--- src/rtl/dut_alu_pipe.sv ---
// dut_alu_pipe: pipelined two-operand ALU with valid/ready handshakes on both sides.
// The ops are ADD, SUB, MAX unsigned and MIN unsigned.
// Stage 0 captures the combinational result. Stages 1..STAGES_p-1 only forward it.
// Outputs come straight from the last stage's registers.
// Optional feature: define ALU_PIPE_SAT_EN to saturate ADD/SUB (unsigned).
//   carry/ovf still report the unsaturated condition.
module dut_alu_pipe #(
   parameter int unsigned WIDTH_p  = 8,
   parameter int unsigned STAGES_p = 2,
   parameter int unsigned CNT_W_p  = 16
) (
   input  logic               clk,
   input  logic               rstn,
   input  logic               in_valid,
   output logic               in_ready,
   input  logic [1:0]         op,
   input  logic [WIDTH_p-1:0] inA,
   input  logic [WIDTH_p-1:0] inB,
   output logic               out_valid,
   input  logic               out_ready,
   output logic [WIDTH_p-1:0] out,
   output logic               carry,
   output logic               ovf,
   output logic [CNT_W_p-1:0] txn_cnt
);

   typedef enum logic [1:0] {
      OP_ADD = 2'b00,
      OP_SUB = 2'b01,
      OP_MAX = 2'b10,
      OP_MIN = 2'b11
   } op_e;

   logic [WIDTH_p:0]   sum_w;
   logic [WIDTH_p:0]   dif_w;
   logic [WIDTH_p-1:0] res0;
   logic               cy0;
   logic               ov0;

   logic [STAGES_p-1:0] v_q;
   logic [STAGES_p-1:0] c_q;
   logic [STAGES_p-1:0] o_q;
   logic [STAGES_p-1:0] ld;
   logic [WIDTH_p-1:0]  d_q [STAGES_p];

   // Stage-0 arithmetic at WIDTH_p+1 bits; the top bit carries carry-out or borrow.
   always_comb begin
      sum_w = {1'b0, inA} + {1'b0, inB};
      dif_w = {1'b0, inA} - {1'b0, inB};
      res0  = '0;
      cy0   = 1'b0;
      ov0   = 1'b0;
      unique case (op_e'(op))
         OP_ADD: begin
            res0 = sum_w[WIDTH_p-1:0];
            cy0  = sum_w[WIDTH_p];
            ov0  = (inA[WIDTH_p-1] == inB[WIDTH_p-1]) &&
                   (sum_w[WIDTH_p-1] != inA[WIDTH_p-1]);
`ifdef ALU_PIPE_SAT_EN
            if (sum_w[WIDTH_p]) res0 = '1;
`endif
         end
         OP_SUB: begin
            res0 = dif_w[WIDTH_p-1:0];
            cy0  = dif_w[WIDTH_p];
            ov0  = (inA[WIDTH_p-1] != inB[WIDTH_p-1]) &&
                   (dif_w[WIDTH_p-1] != inA[WIDTH_p-1]);
`ifdef ALU_PIPE_SAT_EN
            if (dif_w[WIDTH_p]) res0 = '0;
`endif
         end
         OP_MAX: res0 = (inA > inB) ? inA : inB;
         OP_MIN: res0 = (inA < inB) ? inA : inB;
         default: res0 = '0;
      endcase
   end

   // Load enables from the last stage backward.
   // A stage loads when it is empty or when its contents move on this cycle.
   // The running chain variable avoids a self-referencing vector.
   always_comb begin
      logic chain;
      chain = out_ready;
      ld    = '0;
      for (int unsigned i = 0; i < STAGES_p; i++) begin
         chain                = !v_q[STAGES_p-1-i] || chain;
         ld[STAGES_p-1-i]     = chain;
      end
   end

   // Elastic pipeline registers. Data is captured only alongside a valid beat.
   always_ff @(posedge clk or negedge rstn) begin
      if (!rstn) begin
         v_q <= '0;
         c_q <= '0;
         o_q <= '0;
         for (int unsigned i = 0; i < STAGES_p; i++) begin
            d_q[i] <= '0;
         end
      end else begin
         if (ld[0]) begin
            v_q[0] <= in_valid;
            if (in_valid) begin
               d_q[0] <= res0;
               c_q[0] <= cy0;
               o_q[0] <= ov0;
            end
         end
         for (int unsigned i = 1; i < STAGES_p; i++) begin
            if (ld[i]) begin
               v_q[i] <= v_q[i-1];
               if (v_q[i-1]) begin
                  d_q[i] <= d_q[i-1];
                  c_q[i] <= c_q[i-1];
                  o_q[i] <= o_q[i-1];
               end
            end
         end
      end
   end

   // Count of results delivered downstream; wraps naturally.
   always_ff @(posedge clk or negedge rstn) begin
      if (!rstn) begin
         txn_cnt <= '0;
      end else if (out_valid && out_ready) begin
         txn_cnt <= txn_cnt + 1'b1;
      end
   end

   assign in_ready  = ld[0];
   assign out_valid = v_q[STAGES_p-1];
   assign out       = d_q[STAGES_p-1];
   assign carry     = c_q[STAGES_p-1];
   assign ovf       = o_q[STAGES_p-1];

endmodule

--- config.mk ---
export PLATFORM = sky130hd
export DESIGN_NAME = dut_alu_pipe
export DESIGN_NICKNAME = d
export VERILOG_FILES = /design/src/rtl/dut_alu_pipe.sv
export SDC_FILE = /design/constraint.sdc
export NUM_CORES = 1
export LEC_CHECK = 0
export ABC_CLOCK_PERIOD_IN_PS = 3250
export CAP_MARGIN = 20
export CORE_UTILIZATION = 55
export CTS_BUF_LIST = sky130_fd_sc_hd__clkbuf_4 sky130_fd_sc_hd__clkbuf_8 sky130_fd_sc_hd__clkbuf_16
export DETAILED_ROUTE_END_ITERATION = 7
export PLACE_DENSITY_LB_ADDON = 0.05
export SLEW_MARGIN = 10
export SYNTH_ARGS = -nofsm -noshare
export SYNTH_HDL_FRONTEND = slang
export SYNTH_SLANG_ARGS = --single-unit
--- constraint.sdc ---
create_clock -name clk -period 3.25 [get_ports clk]
set_input_delay 0.65 -clock clk [delete_from_list [all_inputs] [get_ports clk]]
set_output_delay 0.65 -clock clk [all_outputs]
set_load 0.005 [all_outputs]
# ---- After elaboration in Yosys (flattened, before gate mapping)
# Cells that the tools add are included.
dict set report classes {
  n_mul 0
  div 0
  n_addsub 3
  n_lt_le_gt_ge 2
  shift 0
  reduce_logical 10
  eq_ne 7
  mux 5
  bitwise 0
}
# cell count
set op_table {}
lappend op_table {{case mux 8 bit (4 select lines)} 1}
lappend op_table {{adder 16 x 1 -> 16 bit (second input constant)} 1}
lappend op_table {{2-to-1 mux 8 bit} 2}
lappend op_table {{adder 8 x 8 -> 9 bit} 1}
lappend op_table {{subtractor 8 x 8 -> 9 bit} 1}
lappend op_table {{> comparator 8 bit} 1}
lappend op_table {{< comparator 8 bit} 1}
lappend op_table {{equality test 2 bit (second input constant)} 2}
lappend op_table {{case mux 1 bit (2 select lines)} 2}
lappend op_table {{AND reduction 2 bit} 2}
lappend op_table {{logical AND 1 bit} 3}
lappend op_table {{!= test 1 bit} 3}
lappend op_table {{equality test 2 x 1 -> 1 bit (second input constant)} 1}
lappend op_table {{logical NOT 1 bit} 2}
lappend op_table {{logical NOT 2 bit} 1}
lappend op_table {{logical OR 1 bit} 2}
lappend op_table {{equality test 1 bit} 1}
dict set report totals {
  memories 0
  rom_bits 0
  latchBits 0
  reg_bits 38
  wordCells 36
  ram_bits 0
  inputBits 22
}

# ---- Depth between registers and ports, before layout
# Gate-level depths: netlist (run 1).
dict set report depth {
  ltp_word 4
  ltp_mapped 10
  ltp_nobuf 10
}

# ---- Worst setup path before layout (run 1)
# No wires, ideal clock.
dict set report synth_timing {
  path_type {input to register}
  start {in inB[1]}
  end {reg d_q[8] (netlist bit)}
  setup_slack_ns 0.757
  cell_stages 8
  setup_ns 0.126
  n_path_buf 0
  arrival_ns 2.367
  cell_sequence {inv_1 ha_1 and2b_4 o22ai_2 o31ai_4 mux2i_1 nor2_1 o32a_1}
}
dict set report synth_via {
  elab_chain_cells 3
  elab_cells_between_ends 5
  classes_between {order compare (2); mux (3)}
}
# item line_no
set synth_lines {}
lappend synth_lines {{from (decl)} 18} ;# input logic [WIDTH_p-1:0] inB,
lappend synth_lines {{< comparator 8 bit or > comparator 8 bit (tied branches)} {73, 72}}
lappend synth_lines {{2-to-1 mux 8 bit, on equally long branches} {73, 72}}
lappend synth_lines {{case mux 8 bit (4 select lines) (*)} 53} ;# unique case (op_e'(op))
lappend synth_lines {{to (signal, indexed assignment)} 113} ;# d_q[i] <= d_q[i-1];
lappend synth_lines {{to (decl)} 44} ;# logic [WIDTH_p-1:0] d_q [STAGES_p];
# Mark *: on every way between the ends. The rest lies on a longest branch, timed or not.
# A chain may end at the register's enable or synchronous reset.

# ---- Final worst setup path (run 1)
dict set report layout_timing {
  start {in inB[4]}
  end {reg d_q[14] (netlist bit)}
}
# Same word-level chain as after synthesis.

==> results.sh, run 1 <==
export IMPL_status="finished clean"
export IMPL_vias_per_cell=5.59
export IMPL_start_util=0.575
export IMPL_cp_required_ps=3430
export IMPL_worst_ep_arrival_time_ps=3060
export IMPL_maxCapViolCount=0
export IMPL_drive_above_1_share=0.125
export IMPL_finalCritPeriodShare=0.884
export IMPL_clkTransAtPathRegs_ps=70
export IMPL_ys_ff_latch=38
export IMPL_slew_viol_final=0
export IMPL_die_h_um=72.5
export IMPL_async_flop_share=1.00
export IMPL_drc=0
export IMPL_fin_hold_ws_ps=452
export IMPL_worst_slew_pin_slew_ps=805
export IMPL_power_density_nw_per_um2=472
export IMPL_rows=25
export IMPL_min_period_ps=2870
export IMPL_setup_tns_final_ps=0
export IMPL_ir_drop_mv=0.281
export IMPL_clock_latency_ps=280
export IMPL_dr_pass1_iters=4
export IMPL_nets=383
export IMPL_fill_cells=378
export IMPL_postCtsSetupRepairBufs=0
export IMPL_die_w_um=72.5
export IMPL_skew_ps=4.59
export IMPL_n_antenna_cell=0
export IMPL_syn_cell_area_um2=2740
export IMPL_fmax_mhz=348
export IMPL_core_um2=4750
export IMPL_synth_seq_area_share=0.348
export IMPL_synth_edff_count=0
export IMPL_cts_resized=0
export IMPL_synth_flop_cell="dfrtp_1"
export IMPL_hold_buffers=0
export IMPL_multi_input_area_um2=1600
export IMPL_drt_iter0_markers=116
export IMPL_cts_buffer_depth=2
export IMPL_end_kind="flip-flop"
export IMPL_clkSinkCount=38
export IMPL_critical_path_class="in2reg"
export IMPL_vias=2291
export IMPL_cts_root_buf="clkbuf_8"
export IMPL_synthCells=293
export IMPL_ant_nets=0
export IMPL_slew_limit_headroom=0.463
export IMPL_syn_nets=334
export IMPL_antenna_found_initial=0
export IMPL_numPortBuffers=49
export IMPL_io_pins=50
export IMPL_yosys_warnings=0
export IMPL_cts_tree="done"
export IMPL_hold_viol=0
export IMPL_area_delta_synth_final_pct=24.0
export IMPL_post_synth_num_cell_types=56
export IMPL_cts_made_buffers=5
export IMPL_first_global_vias=2245
export IMPL_htree_num_levels=2
export IMPL_rsz0062_at_grt="false"
export IMPL_die_area_um2=5260
export IMPL_path_max_fanout=8
export IMPL_leakagePower_nw=1.48
export IMPL_setup_viol=0
export IMPL_globalRouteOverflowTotal=0
export IMPL_routed_wl_um=5880
export IMPL_syn_avg_cell_area_um2=9.33
export IMPL_grt_start_max_net_pins=39
export IMPL_regArea_um2=951
export IMPL_min_path_type="in2async"
export IMPL_hpwl_um=4620
export IMPL_wl_per_cell_um=14.3
export IMPL_worstSetupStartpointType="primary input"
export IMPL_grt_pass1_wl_um=10100
export IMPL_r2r_slack_ps=1560
export IMPL_grtUsageTotal=0.249
export IMPL_place_gp_congestion=0.925
sequential cells by signal, indices dropped and copies added, names as in the netlist:
signal,cells
d_q,8
out,8
txn_cnt,16
c_q,2
o_q,2
v_q,2
area by class of cell:
type	count	area share
Clock inverter	3	0.0118
Tap cell	67	0.0247
Multi-Input combinational cell	217	0.471
Timing Repair Buffer	62	0.172
Inverter	18	0.0199
Sequential cell	38	0.280
Clock buffer	5	0.0203
metrics by stage:
stage / cell area (µm²) / setup slack (ps) / std cells / util / total power, W
final: 3390 / 376 / 410 / 0.713 / 0.00160
after detailed placement: 3280 / 105 / 402 / 0.690 / 0.00122
after floorplan: 2740 / 757 / 293 / - / 0.000994
after global placement: 3280 / 151 / 402 / 0.690 / 0.00121
after CTS: 3390 / 411 / 410 / 0.713 / 0.00161
after global routing: 3390 / 230 / 410 / 0.713 / 0.00170
cells in the mapped netlist (2+ instances only):
master | count | area share
nand2_1 | 19 | 0.026
o221ai_1 | 3 | 0.0096
mux2i_1 | 9 | 0.033
clkbuf_1 | 5 | 0.0069
buf_4 | 8 | 0.022
o21a_1 | 3 | 0.0082
xor2_1 | 8 | 0.026
nor3_1 | 3 | 0.0055
and3_1 | 4 | 0.0091
nand4_1 | 3 | 0.0069
dfrtp_1 | 38 | 0.35
nand3_1 | 12 | 0.022
mux2_2 | 11 | 0.045
a21oi_1 | 14 | 0.026
xnor2_1 | 16 | 0.051
a211oi_1 | 3 | 0.0082
fa_1 | 2 | 0.015
nand2b_1 | 7 | 0.016
o21ai_0 | 15 | 0.027
o31ai_1 | 2 | 0.0055
o211a_1 | 2 | 0.0073
ha_1 | 17 | 0.078
a31oi_1 | 5 | 0.011
a32oi_1 | 2 | 0.0064
buf_2 | 6 | 0.011
nor2_1 | 22 | 0.030
o22a_1 | 3 | 0.0096
inv_1 | 18 | 0.025
nor2b_1 | 5 | 0.011
or3_1 | 2 | 0.0046
critical path, stage by stage:
cell,delay (ps)
clkdlybuf4s50_1,530
inv_1,70
ha_1,380
a21oi_1,300
o211a_1,240
o31a_2,270
buf_4,170
mux2i_1,170
o21ai_0,90
o21a_1,200
per-layer routing:
layer	up-vias	routed length (µm)	GRT usage	part of all wire
met2	63	2840	0.407	0.48
met5	-	0	0	0
met1	1089	2690	0.330	0.46
met3	9	246	0.0403	0.042
li1	1130	-	-	-
met4	0	100	0.100	0.017
power breakdown:
group / switching, W / total (W) / internal (W)
Sequential: 0.0000762 / 0.000649 / 0.000573
Clock: 0.000162 / 0.000388 / 0.000226
Combinational: 0.000234 / 0.000564 / 0.000330
cells by family after synthesis:
group           share of synthesized area
mux                                0.0782
fa+ha+maj                          0.0924
buf+inv                            0.0686
flops                               0.348
simple gates                        0.163
compound gates                      0.173
xor+xnor                           0.0769
final timing paths:
kind,from,end,depth (start not counted)
setup reg to reg,v_q[1]$_DFFE_PN0P_,d_q[8]$_DFFE_PN0P_,4
min in group clk,txn_cnt[15]$_DFFE_PN0P_,txn_cnt[15]$_DFFE_PN0P_,1
max in group asynchronous,rstn,txn_cnt[12]$_DFFE_PN0P_,1
hold reg to reg,txn_cnt[15]$_DFFE_PN0P_,txn_cnt[15]$_DFFE_PN0P_,1
setup / recovery,inB[4],d_q[14]$_DFFE_PN0P_,10
hold / removal,rstn,txn_cnt[0]$_DFFE_PN0P_,1
cell usage in the layout, fill, tap and decap left out, types with 3 or more instances in the layout:
master and count:
ha_1 17, o221ai_1 3, xnor2_1 16, o21ai_0 15
nand2_1 19, nor2_1 22, o21a_1 3, a21oi_1 14
o22a_1 3, inv_1 18, dfrtp_1 38, clkdlybuf4s50_1 48
nor3_1 3, nand3_1 12, a31oi_1 5, nor2b_1 5
mux2i_1 9, and3_1 4, xor2_1 8, mux2_2 11
nand4_1 3, nand2b_1 7, a211oi_1 3, buf_4 13
clkbuf_8 5
(Power assumes the default switching activity.)
==> run 2, diff against run 1 <==
--- a/config.mk
+++ b/config.mk
@@ -7,3 +7,3 @@
 export LEC_CHECK = 0
-export ABC_CLOCK_PERIOD_IN_PS = 3250
+export ABC_CLOCK_PERIOD_IN_PS = 2750
 export CAP_MARGIN = 20
@@ -12,2 +12,3 @@
 export DETAILED_ROUTE_END_ITERATION = 7
+export DONT_BUFFER_PORTS = 1
 export PLACE_DENSITY_LB_ADDON = 0.05
==> constraint.sdc (replaced) <==
create_clock -name clk -period 2.75 [get_ports clk]
set_input_delay 0.6875 -clock clk [delete_from_list [all_inputs] [get_ports clk]]
set_output_delay 0.6875 -clock clk [all_outputs]
set_load 0.005 [all_outputs]
==> run 2 against run 1 <==
Compared with the run above:
- routed wire length fell by 4.5%
- final cell count decreased by 14%
- clock power down 5.9%
- non-clock buffer count down 57
- utilization fell by 12 points
- sequential power grew 22%
- sequential share of layout area grew 5.7 points
- total power is 1.8% lower
- worst hold slack worse by 360 ps
- clock skew is 3.1 ps lower
- worst setup slack got worse by 13 ps
==> results.sh, run 2 (synthesized netlist as in run 1, its figures left out) <==
export IMPL_p_switching_w=0.000488
export IMPL_postCtsSetupRepairBufs=0
export IMPL_cp_required_ps=2920
export IMPL_grt_start_max_net_pins=39
export IMPL_die_h_um=72.5
export IMPL_min_path_type="in2async"
export IMPL_swShare=0.311
export IMPL_status="finished clean"
export IMPL_worst_ep_arrival_time_ps=2560
export IMPL_nets=326
export IMPL_clock_latency_ps=280
export IMPL_antenna_found_initial=0
export IMPL_p_seq_frac=0.505
export IMPL_routed_wl_um=5620
export IMPL_hold_viol=0
export IMPL_end_kind="flip-flop"
export IMPL_fin_hold_ws_ps=94.8
export IMPL_area_delta_synth_final_pct=3.06
export IMPL_n_antenna_cell=0
export IMPL_r2r_start="v_q[1]$_DFFE_PN0P_"
export IMPL_cts_made_buffers=5
export IMPL_clkTransAtPathRegs_ps=70
export IMPL_critical_path_class="in2reg"
export IMPL_htree_num_levels=2
export IMPL_finalCritPeriodShare=0.868
export IMPL_cts_root_buf="clkbuf_8"
export IMPL_core_um2=4750
export IMPL_skew_ps=1.46
export IMPL_start_util=0.575
export IMPL_cts_buffer_depth=2
export IMPL_drt_iter0_markers=45
export IMPL_numPortBuffers=0
export IMPL_rows=25
export IMPL_die_area_um2=5260
export IMPL_crit_path_start="inB[4]"
export IMPL_ir_drop_mv=0.296
export IMPL_drc=0
export IMPL_io_pins=50
export IMPL_hpwl_um=4310
export IMPL_cts_resized=0
export IMPL_vias=2050
export IMPL_slew_viol_final=0
export IMPL_fmax_mhz=419
export IMPL_die_w_um=72.5
export IMPL_grt_pass1_wl_um=9300
export IMPL_ant_nets=0
export IMPL_rsz0062_at_grt="false"
export IMPL_wl_per_cell_um=16.0
export IMPL_dr_pass1_iters=4
export IMPL_grtUsageTotal=0.229
export IMPL_largest_register_ffs=16
export IMPL_min_period_ps=2390
export IMPL_drive_above_1_share=0.113
export IMPL_setup_tns_final_ps=0
export IMPL_totalPowerFinal_w=0.00157
export IMPL_internal_power_w=0.00108
export IMPL_worstSetupStartpointType="primary input"
export IMPL_final_cell_mix="38 x dfrtp_1, 22 x nor2_1, 19 x nand2_1"
export IMPL_worst_slew_pin_slew_ps=500
export IMPL_vias_per_cell=5.84
export IMPL_pwr_share_clk=0.232
export IMPL_first_global_vias=1975
export IMPL_cts_tree="done"
export IMPL_hold_buffers=0
export IMPL_setup_viol=0
export IMPL_power_density_nw_per_um2=557
export IMPL_final_area_um2=2820
export IMPL_final_util=0.593
export IMPL_slew_limit_headroom=0.667
export IMPL_maxCapViolCount=0
export IMPL_path_max_fanout=12
export IMPL_largest_register="txn_cnt"
export IMPL_globalRouteOverflowTotal=0
export IMPL_place_gp_congestion=0.812
export IMPL_final_common_cell="dfrtp_1"
export IMPL_clkSinkCount=38
export IMPL_leakagePower_nw=1.24
export IMPL_pwr_share_comb=0.263
export IMPL_placed_area_um2=2740
[run 2: cell types whose count changed in the layout (fill, tap and decap cells not counted), sizes merged]
| cell | delta |
|---|---|
| clkbuf | +1 |
| bufinv | -1 |
| clkinv | -2 |
| buf | -9 |
| clkdlybuf4s50 | -48 |
[run 2: worst max-delay path: stages]
cell      delay [ps]
inv_1             20
ha_1             380
a21oi_1          340
o211a_1          260
o31a_2           330
mux2i_1          220
o221ai_1         130
o22a_1           200
[run 2: power groups by stage]
stage | clock [W] | combinational [W] | sequential, W
after global routing | 0.000407 | 0.000461 | 0.000814
after CTS | 0.000375 | 0.000415 | 0.000797
after detailed placement | 0 | 0.000412 | 0.000808
final | 0.000365 | 0.000413 | 0.000794
after global placement | 0 | 0.000403 | 0.000798
after floorplan | 0 | 0.000411 | 0.000764
[run 2: final timing paths]
kind | slack (ps) | depth (start not counted) | endpoint
worst max-delay path | 360 | 8 | d_q[11]$_DFFE_PN0P_
worst min-delay path | 90 | 0 | txn_cnt[0]$_DFFE_PN0P_
worst max register to register | 1020 | 4 | d_q[8]$_DFFE_PN0P_
max in group asynchronous | 2570 | 0 | out[6]$_DFFE_PN0P_
worst min register to register | 490 | 1 | v_q[1]$_DFFE_PN0P_
min in group clk | 490 | 1 | v_q[1]$_DFFE_PN0P_
[run 2: area by class of cell]
class | count | area, µm²
Timing Repair Buffer | 5 | 37.5
Tap cell | 67 | 83.8
Fill cell | 427 | 1940
Multi-Input combinational cell | 217 | 1600
Clock buffer | 6 | 82.6
Inverter | 18 | 67.6
Sequential cell | 38 | 951
[run 2: stage by stage]
step,instances,worst slack (ps)
floorplan,293,220
global placement,345,42.6
detailed placement,345,48.8
CTS,351,339
global route,351,192
finish,351,364
[run 2: per-layer routing]
layer,up-vias,GRT usage,wire length [µm]
met5,-,0,0
met1,971,0.300,2620
met4,0,0.0828,85
li1,1008,-,-
met2,63,0.370,2630
met3,8,0.0556,289
==> run 3, diff against run 2 <==
- CTS_CLUSTER_DIAMETER: not set -> 150
- PLACE_DENSITY: not set -> 0.76
- PLACE_DENSITY_LB_ADDON: 0.05 -> not set
==> run 3 against run 2 <==
Compared with the run above:
- clock power about the same
- critical path type unchanged
- final cell count unchanged
- critical endpoint is now d_q[15]$_DFFE_PN0P_
- maximum frequency increased by 2.2%
==> results.sh, run 3 (synthesized netlist as in run 1, its figures left out) <==
export IMPL_status="finished clean"
export IMPL_wl_per_cell_um=15.8
export IMPL_rows=25
export IMPL_die_h_um=72.5
export IMPL_drc=0
export IMPL_ant_nets=0
export IMPL_worst_slew_pin_slew_ps=518
export IMPL_setup_viol=0
export IMPL_skew_ps=2.73
export IMPL_place_gp_congestion=0.923
export IMPL_path_buf_inv=1
export IMPL_nets=326
export IMPL_maxCapViolCount=0
export IMPL_path_max_fanout=12
export IMPL_rsz0062_at_grt="false"
export IMPL_finalCritPeriodShare=0.849
export IMPL_setup_tns_final_ps=0
export IMPL_vias_per_cell=6.02
export IMPL_critical_path_class="in2reg"
export IMPL_grt_pass1_wl_um=9230
export IMPL_start_util=0.575
export IMPL_fin_ws_ps=415
export IMPL_cp_required_ps=2910
export IMPL_multi_input_area_um2=1600
export IMPL_final_common_cell="dfrtp_1"
export IMPL_htree_num_levels=2
export IMPL_hpwl_um=4300
export IMPL_grt_start_max_net_pins=39
export IMPL_worstSetupStartpointType="primary input"
export IMPL_n_antenna_cell=0
export IMPL_cts_resized=0
export IMPL_met3_length_um=305
export IMPL_clkSinkCount=38
export IMPL_dp_slack_ps=131
export IMPL_min_path_type="in2async"
export IMPL_area_delta_synth_final_pct=3.06
export IMPL_fin_hold_ws_ps=94.4
export IMPL_fmax_mhz=428
export IMPL_slew_limit_headroom=0.655
export IMPL_cts_made_buffers=5
export IMPL_wl_met1_um=2490
export IMPL_end_kind="flip-flop"
export IMPL_reg2regPathDepth=4
export IMPL_leakagePower_nw=1.24
export IMPL_numPortBuffers=0
export IMPL_critical_path_depth=8
export IMPL_dr_pass1_iters=4
export IMPL_cp_top_family="simple AND/OR/NAND/NOR gates"
export IMPL_cts_buffer_depth=2
export IMPL_crit_slowest_cell="or4_1"
export IMPL_worst_ep_arrival_time_ps=2500
export IMPL_met2_length_um=2710
export IMPL_vias=2112
export IMPL_clock_latency_ps=280
export IMPL_fill_cells=446
export IMPL_antenna_found_initial=0
export IMPL_placed_area_um2=2740
export IMPL_critical_path_cell_chain="inv_1 > ha_1 > and2b_4 > o22ai_2 > o31a_2 > or4_1 > nand4_1 > a21oi_1"
export IMPL_final_cell_mix="38 x dfrtp_1, 22 x nor2_1, 19 x nand2_1"
export IMPL_regArea_um2=951
export IMPL_ir_drop_mv=0.263
export IMPL_slowest_delay_ps=490
export IMPL_postCtsSetupRepairBufs=0
export IMPL_clkTransAtPathRegs_ps=70
export IMPL_drt_iter0_markers=103
export IMPL_cts_tree="done"
export IMPL_final_area_um2=2820
export IMPL_grtUsageTotal=0.225
export IMPL_first_global_vias=1996
export IMPL_route_top_layer_used="met4"
export IMPL_cts_root_buf="clkbuf_8"
export IMPL_hold_viol=0
export IMPL_io_pins=50
export IMPL_power_density_nw_per_um2=557
export IMPL_hold_buffers=0
export IMPL_totalPowerFinal_w=0.00157
export IMPL_globalRouteOverflowTotal=0
export IMPL_drive_above_1_share=0.113
export IMPL_slew_viol_final=0
export IMPL_die_area_um2=5260
export IMPL_routed_wl_um=5530
export IMPL_core_um2=4750
export IMPL_largest_register_ffs=16
export IMPL_min_period_ps=2330
export IMPL_die_w_um=72.5
export IMPL_largest_register="txn_cnt"
==> run 3: cell counts in the layout (fill, tap and decap cells not counted) <==
Identical to the previous run, type by type.
==> run 3: metrics by stage <==
stage          std cells  utilization
2_1_floorplan        293            -
3_3_place_gp         345        0.576
3_5_place_dp         345        0.576
4_1_cts              351        0.593
5_1_grt              351        0.593
6_report             351        0.593
==> run 3: metal layers <==
layer  up-vias  GRT usage
li1       1014          -
met1      1018      0.290
met2        76      0.370
met3         4     0.0569
met4         0     0.0741
met5         -          0
==> run 3: where the power goes <==
part           internal (W)  leakage, nW  switching (W)
Clock              0.000193       0.0431       0.000172
Combinational      0.000213        0.731       0.000200
Sequential         0.000678        0.470       0.000115
==> run 3: area by class of cell <==
cell class / count / area share
multi-input cells: 217 / 0.566
repair buffers: 5 / 0.0133
clock buffers: 6 / 0.0293
flip-flops and latches: 38 / 0.337
well taps: 67 / 0.0297
inverters: 18 / 0.0240
==> run 3: path summary, 6_finish.rpt <==
path | start | slack [ps] | to
worst max-delay path | inB[1] | 420 | d_q[15]$_DFFE_PN0P_
worst min-delay path | rstn | 90 | txn_cnt[0]$_DFFE_PN0P_
worst max register to register | v_q[1]$_DFFE_PN0P_ | 1010 | d_q[8]$_DFFE_PN0P_
worst min register to register | txn_cnt[15]$_DFFE_PN0P_ | 490 | txn_cnt[15]$_DFFE_PN0P_
max in group asynchronous | rstn | 2580 | d_q[14]$_DFFE_PN0P_
min in group clk | txn_cnt[15]$_DFFE_PN0P_ | 490 | txn_cnt[15]$_DFFE_PN0P_
==> run 3: worst register-to-register path: stages, from the launching register on <==
cell and delay, ps:
dfrtp_1 450, nand3b_1 210, and2_1 490, o21ai_0 170
o32a_1 310
